===== config.mk =====
export PLATFORM = sky130hd
export DESIGN_NAME = cacheline_adaptor_flat
export DESIGN_NICKNAME = d
export VERILOG_FILES = /design/src/rtl/cacheline_adaptor_pkg.sv /design/src/rtl/cacheline_adaptor_if.sv /design/src/rtl/cacheline_adaptor.sv /design/src/flat_wrapper.sv
export SDC_FILE = /design/constraint.sdc
export NUM_CORES = 1
export LEC_CHECK = 0
export CAP_MARGIN = 30
export CORE_AREA = 2 2 277 279
export DETAILED_ROUTE_END_ITERATION = 8
export DIE_AREA = 0 0 279 281
export PLACE_DENSITY_LB_ADDON = 0.12
export REMOVE_ABC_BUFFERS = 1
export SLEW_MARGIN = 20
export SYNTH_ARGS = -nofsm -noshare
export SYNTH_HDL_FRONTEND = slang
export SYNTH_SLANG_ARGS = --single-unit

===== constraint.sdc =====
create_clock -name clk -period 2.64 [get_ports clk]
set_input_delay 0.528 -clock clk [delete_from_list [all_inputs] [get_ports clk]]
set_output_delay 0.528 -clock clk [all_outputs]
set_load 0.05 [all_outputs]

===== src/rtl/cacheline_adaptor_pkg.sv =====
// Shared cache geometry: line/beat widths, derived counts and line/beat types.
package cacheline_adaptor_pkg;

  localparam int LINE_W   = 256;
  localparam int BURST_W  = 64;
  localparam int ADDR_W   = 32;
  localparam int BEATS    = LINE_W / BURST_W;
  localparam int OFFSET_W = $clog2(LINE_W / 8);
  localparam int CNT_W    = $clog2(BEATS);

  typedef logic [BURST_W-1:0]    beat_t;
  // Beat 0 occupies the least significant BURST_W bits of the line.
  typedef beat_t [BEATS-1:0]     line_t;

endpackage


===== src/rtl/cacheline_adaptor_if.sv =====
// Cache-side line request and memory-side burst signals of the adaptor.
interface cacheline_adaptor_if;
  import cacheline_adaptor_pkg::*;

  // cache side
  logic              read_i;
  logic              write_i;
  logic [ADDR_W-1:0] address_i;
  line_t             line_i;
  line_t             line_o;
  logic              resp_o;
  // memory side
  logic [ADDR_W-1:0] address_o;
  logic              read_o;
  logic              write_o;
  beat_t             burst_o;
  beat_t             burst_i;
  logic              resp_i;

  // Adaptor view.
  modport slave (
    input  read_i, write_i, address_i, line_i, burst_i, resp_i,
    output line_o, resp_o, address_o, read_o, write_o, burst_o
  );

  // Environment view (cache + memory model).
  modport master (
    output read_i, write_i, address_i, line_i, burst_i, resp_i,
    input  line_o, resp_o, address_o, read_o, write_o, burst_o
  );

endinterface


===== src/rtl/cacheline_adaptor.sv =====
// Converts one cacheline read/write into a BEATS-long burst on the memory port.
module cacheline_adaptor
  import cacheline_adaptor_pkg::*;
(
  input logic             clk,
  input logic             rst_n,
  cacheline_adaptor_if.slave bus
);

  typedef enum logic [1:0] {IDLE, READ, WRITE, DONE} state_t;

  state_t                     state, state_nxt;
  logic [CNT_W-1:0]           cnt;
  line_t                      line_q;
  // Offset bits are always cleared on the way out, so only the line index is kept.
  logic [ADDR_W-OFFSET_W-1:0] addr_q;

  wire last_beat = bus.resp_i && (cnt == CNT_W'(BEATS - 1));

  // State register.
  always_ff @(posedge clk or negedge rst_n) begin
    if (!rst_n) state <= IDLE;
    else        state <= state_nxt;
  end

  // Request latch, beat counter and line buffer; cnt wraps to 0 on the last beat.
  always_ff @(posedge clk or negedge rst_n) begin
    if (!rst_n) begin
      cnt    <= '0;
      line_q <= '0;
      addr_q <= '0;
    end else begin
      case (state)
        IDLE: begin
          if (bus.read_i) begin
            addr_q <= bus.address_i[ADDR_W-1:OFFSET_W];
            cnt    <= '0;
          end else if (bus.write_i) begin
            addr_q <= bus.address_i[ADDR_W-1:OFFSET_W];
            line_q <= bus.line_i;
            cnt    <= '0;
          end
        end
        READ: begin
          if (bus.resp_i) begin
            line_q[cnt] <= bus.burst_i;
            cnt         <= cnt + 1'b1;
          end
        end
        WRITE: begin
          if (bus.resp_i) cnt <= cnt + 1'b1;
        end
        default: ;
      endcase
    end
  end

  // Next state and outputs; outputs depend only on registered state.
  always_comb begin
    state_nxt     = state;
    bus.read_o    = 1'b0;
    bus.write_o   = 1'b0;
    bus.resp_o    = 1'b0;
    bus.burst_o   = '0;
    bus.address_o = '0;
    case (state)
      IDLE: begin
        if      (bus.read_i)  state_nxt = READ;
        else if (bus.write_i) state_nxt = WRITE;
      end
      READ: begin
        bus.read_o    = 1'b1;
        bus.address_o = {addr_q, {OFFSET_W{1'b0}}};
        if (last_beat) state_nxt = DONE;
      end
      WRITE: begin
        bus.write_o   = 1'b1;
        bus.burst_o   = line_q[cnt];
        bus.address_o = {addr_q, {OFFSET_W{1'b0}}};
        if (last_beat) state_nxt = DONE;
      end
      DONE: begin
        bus.resp_o = 1'b1;
        state_nxt  = IDLE;
      end
      default: state_nxt = IDLE;
    endcase
  end

  assign bus.line_o = line_q;

endmodule

===== src/flat_wrapper.sv =====
// flat-port wrapper written by rule: the top's interface ports become plain ports
module cacheline_adaptor_flat import cacheline_adaptor_pkg::*;
  (clk, rst_n, bus_read_i, bus_write_i, bus_address_i, bus_line_i, bus_burst_i, bus_resp_i, bus_line_o, bus_resp_o, bus_address_o, bus_read_o, bus_write_o, bus_burst_o);
  cacheline_adaptor_if bus_i ();
  input logic clk;
  input logic rst_n;
  input wire logic [$bits(bus_i.read_i)-1:0] bus_read_i;
  input wire logic [$bits(bus_i.write_i)-1:0] bus_write_i;
  input wire logic [$bits(bus_i.address_i)-1:0] bus_address_i;
  input wire logic [$bits(bus_i.line_i)-1:0] bus_line_i;
  input wire logic [$bits(bus_i.burst_i)-1:0] bus_burst_i;
  input wire logic [$bits(bus_i.resp_i)-1:0] bus_resp_i;
  output wire logic [$bits(bus_i.line_o)-1:0] bus_line_o;
  output wire logic [$bits(bus_i.resp_o)-1:0] bus_resp_o;
  output wire logic [$bits(bus_i.address_o)-1:0] bus_address_o;
  output wire logic [$bits(bus_i.read_o)-1:0] bus_read_o;
  output wire logic [$bits(bus_i.write_o)-1:0] bus_write_o;
  output wire logic [$bits(bus_i.burst_o)-1:0] bus_burst_o;
  assign bus_i.read_i = bus_read_i;
  assign bus_i.write_i = bus_write_i;
  assign bus_i.address_i = bus_address_i;
  assign bus_i.line_i = bus_line_i;
  assign bus_i.burst_i = bus_burst_i;
  assign bus_i.resp_i = bus_resp_i;
  assign bus_line_o = bus_i.line_o;
  assign bus_resp_o = bus_i.resp_o;
  assign bus_address_o = bus_i.address_o;
  assign bus_read_o = bus_i.read_o;
  assign bus_write_o = bus_i.write_o;
  assign bus_burst_o = bus_i.burst_o;
  cacheline_adaptor u_core (.clk(clk), .rst_n(rst_n), .bus(bus_i));
endmodule

==> impl_metrics.toml <==
[run_status]
outcome = "finished, violations left"
violations = "negative setup slack"

[place]
io_buffers = 701
dpl.cell_count = 3302
gp_congestion = 0.823
dp_hpwl_um = 63300

[timing]
hold_viol_final = 0
period_share_pct = 104
slew_violations = 0
max_slew.worst_pin.slew_ns = 0.871
fin_crit_ns = 2.74
fmax_ghz = 0.365
setup_ws_ns = -0.0977
maxSlewHeadroom_pct = 41.9
rsz0062_at_grt = "true"
finClkSkew_ns = 0.00910
finalSetupViolCount = 64

[synthesis]
synth_top_family_by_area = "simple AND/OR/NAND/NOR gates"
synth_compound_area_share_pct = 19.1
synth_fa_ha_area_share_pct = 0.606
netlist_instances = 1759
synthTopCellsByArea = "dfrtp_1 39%, mux4_2 7.8%, o221a_2 7.2%"
synth_xor_area_share_pct = 0
synthFlopType = "dfrtp_1"
yosys_warnings = 0
synth-seq-cells = 287
syn_area_per_cell_um2 = 10.6
synth_top_area_share_pct = 38.7
syn-cell-area_mm2 = 0.0186
synthArstFlopShare_pct = 100
synthSimpleGateAreaFrac_pct = 20.1
synth_common_cells = "287 x dfrtp_1, 257 x nand3_1, 129 x nand2b_1, 128 x o32a_1, 118 x o221a_2"
yosysMostFrequentCell = "dfrtp_1"
ys_types = 40
yosysSeqAreaShare_pct = 38.7
synth-edff-count = 0
muxShareOfSynthArea_pct = 14.5
synth_largest_area_cell = "dfrtp_1"

[drt]
routed_wl_um = 97900
ant_nets = 0
dr.pass1.iters = 5
drc = 0
drt-vias-per-instance = 5.37
drtIter0Drc = 1551
vias = 18300
avgRoutedWirePerCell_um = 28.8

[layout]
multi_input_area_mm2 = 0.0104
drive_above_1_share_pct = 24.9
nets = 2755
fin_util_pct = 39.0
register_area_mm2 = 0.00719
area_delta_synth_final_pct = 58.4
stdcell_count = 3404
fill_cells = 7376

[floorplanning]
core_area_mm2 = 0.0754
die_h_um = 281
io_pins = 712
dieArea_mm2 = 0.0784
start_util_pct = 24.6
die_w_um = 279
rows = 101

[global_routing]
antenna_found_initial = 19
busiest_layer = "met2"
grt.overflow.total = 0
use_met1_pct = 28.3
gr-usage-all-layers_pct = 23.3
grt_start_max_net_pins = 182
use_met2_pct = 40.6
met3_usage_pct = 6.42
grt_pass1_wl_um = 137000
grt_pass1_vias = 18900

[critical_path]
worstPathMaxFanout = 8
arrival_ns = 2.21
cp_data_required_time_ns = 2.11
crit_path_end_kind = "output pin"
slowest_stage = "mux4_2"
crit_chain = "buf_6 -> clkbuf_16 -> mux4_2 -> and2_4 -> buf_6"
crit_path_frequent_cell = "buf_6"
path_class = "flop to output pin"
max_stage_delay_ns = 0.51
start_kind = "flop"

[power]
worst_ir_drop_vdd_uv = 962
power_density_mw_per_mm2 = 1720
leakage_nw = 11.6

[clock_tree]
clock-sinks = 287
cts_root_buf = "clkbuf_16"
clk_pin_slew_ns = 0.06
clock_latency_ns = 0.55
cts_max_level = 2
cts_buffers = 41
clock_path_buffers = 3
cts_tree = "built"

[hold_path]
hold_path.class = "flop to flop"

[flow_run]
drv_cap = 0
[worst max-delay path, delay by kind of cell (launching register included)]
| family | cells | cell delay (ns) |
|---|---|---|
| buffers and inverters | 3 | 0.51 |
| DFF | 1 | 0.45 |
| muxes | 1 | 0.51 |
| and+or+nand+nor | 1 | 0.17 |
[repair_timing]
action | in CTS | in global routing
setup buffers | 1 | 6
setup endpoints to repair | 92 | 144
gates resized for setup | 39 | 79
hold buffers | 1 | 0
hold endpoints to repair | 51 | 0
pin swaps | 1 | 2
cloned | 0 | 14
[layout make-up]
type	instances	share of cell area, %
Multi-Input combinational cell	1188	35.2
Timing Repair Buffer	800	30.8
Sequential cell	287	24.4
Tap cell	978	4.16
Clock buffer	61	4.05
Inverter	71	0.905
Clock inverter	10	0.353
Antenna cell	9	0.0765
[stage by stage]
step	TNS (ns)	worst slack (ns)	hold slack, ns	cell area [um^2]	total power, mW
after floorplan	-2653.08	-14.71	0.232	17600	28.0
after global placement	-0.0938	-0.0162	0.480	27300	43.2
after detailed placement	-0.574	-0.0467	0.489	27300	43.7
after CTS	-8.25	-0.208	0.503	28800	49.7
after global routing	-8.31	-0.163	0.527	29400	53.1
final	-4.00	-0.0977	0.501	29400	50.7
[power by group]
part / internal [mW] / total, mW / switching [mW]
sequential: 6.84 / 9.41 / 2.58
clock: 3.29 / 5.50 / 2.21
combinational: 15.5 / 35.8 / 20.3
total: 25.6 / 50.7 / 25.1
[routing by layer]
layer  share of wire, %  routed length (um)
met2                 50               49400
met5               0.12                 118
met3                7.5                7310
met4                2.5                2500
met1                 39               38700
[layout by cell type, fill, tap and decap left out, types with 2 or more instances in the layout]
master | synthesis | final
a21oi_1 | 2 | 2
and2_1 | 93 | 36
and2_4 | 0 | 56
and4_1 | 64 | 64
buf_12 | 6 | 83
buf_16 | 0 | 5
buf_4 | 9 | 44
buf_6 | 1 | 46
buf_8 | 0 | 3
bufinv_16 | 0 | 2
clkbuf_1 | 114 | 11
clkbuf_16 | 0 | 53
clkbuf_8 | 0 | 9
clkdlybuf4s50_1 | 0 | 605
clkinv_2 | 0 | 7
conb_1 | 1 | 5
dfrtp_1 | 287 | 284
dfrtp_4 | 0 | 2
diode_2 | 0 | 9
ha_1 | 9 | 4
ha_4 | 0 | 5
inv_1 | 71 | 68
inv_2 | 0 | 3
mux2_2 | 31 | 31
mux2_4 | 60 | 60
mux4_2 | 64 | 64
nand2b_1 | 129 | 129
nand3_1 | 257 | 257
nor2_1 | 3 | 3
nor2b_1 | 67 | 66
o211ai_4 | 0 | 2
o21ai_0 | 65 | 65
o221a_1 | 10 | 10
o221a_2 | 118 | 118
o22ai_1 | 66 | 66
o32a_1 | 128 | 128
[cell families after synthesis]
group | Yosys count
other | 1
buffers and inverters | 288
AOI/OAI and AO/OA | 398
adders and majority gates | 9
muxes | 155
and+or+nand+nor | 621
DFF | 287
[final timing paths]
kind                       slack (ns)               from                     end  cells past startpoint
min in group asynchronous        0.52              rst_n       u_core.addr_q[19]                      2
min                              0.50  u_core.addr_q[25]       u_core.addr_q[25]                      1
min reg2reg                      0.50  u_core.addr_q[25]       u_core.addr_q[25]                      1
max                              -0.1      u_core.cnt[0]         bus_burst_o[39]                      5
max reg2reg                      0.08      u_core.cnt[0]  u_core.bus.line_o[171]                     11
max in group asynchronous        1.12              rst_n        u_core.addr_q[5]                      4
[state kept, by name, indices dropped and copies added (netlist names)]
| name | flops |
|---|---|
| u_core.bus.line_o | 256 |
| u_core.cnt | 2 |
| u_core.addr_q | 27 |
| u_core.state | 2 |
(Power assumes the default switching activity.)
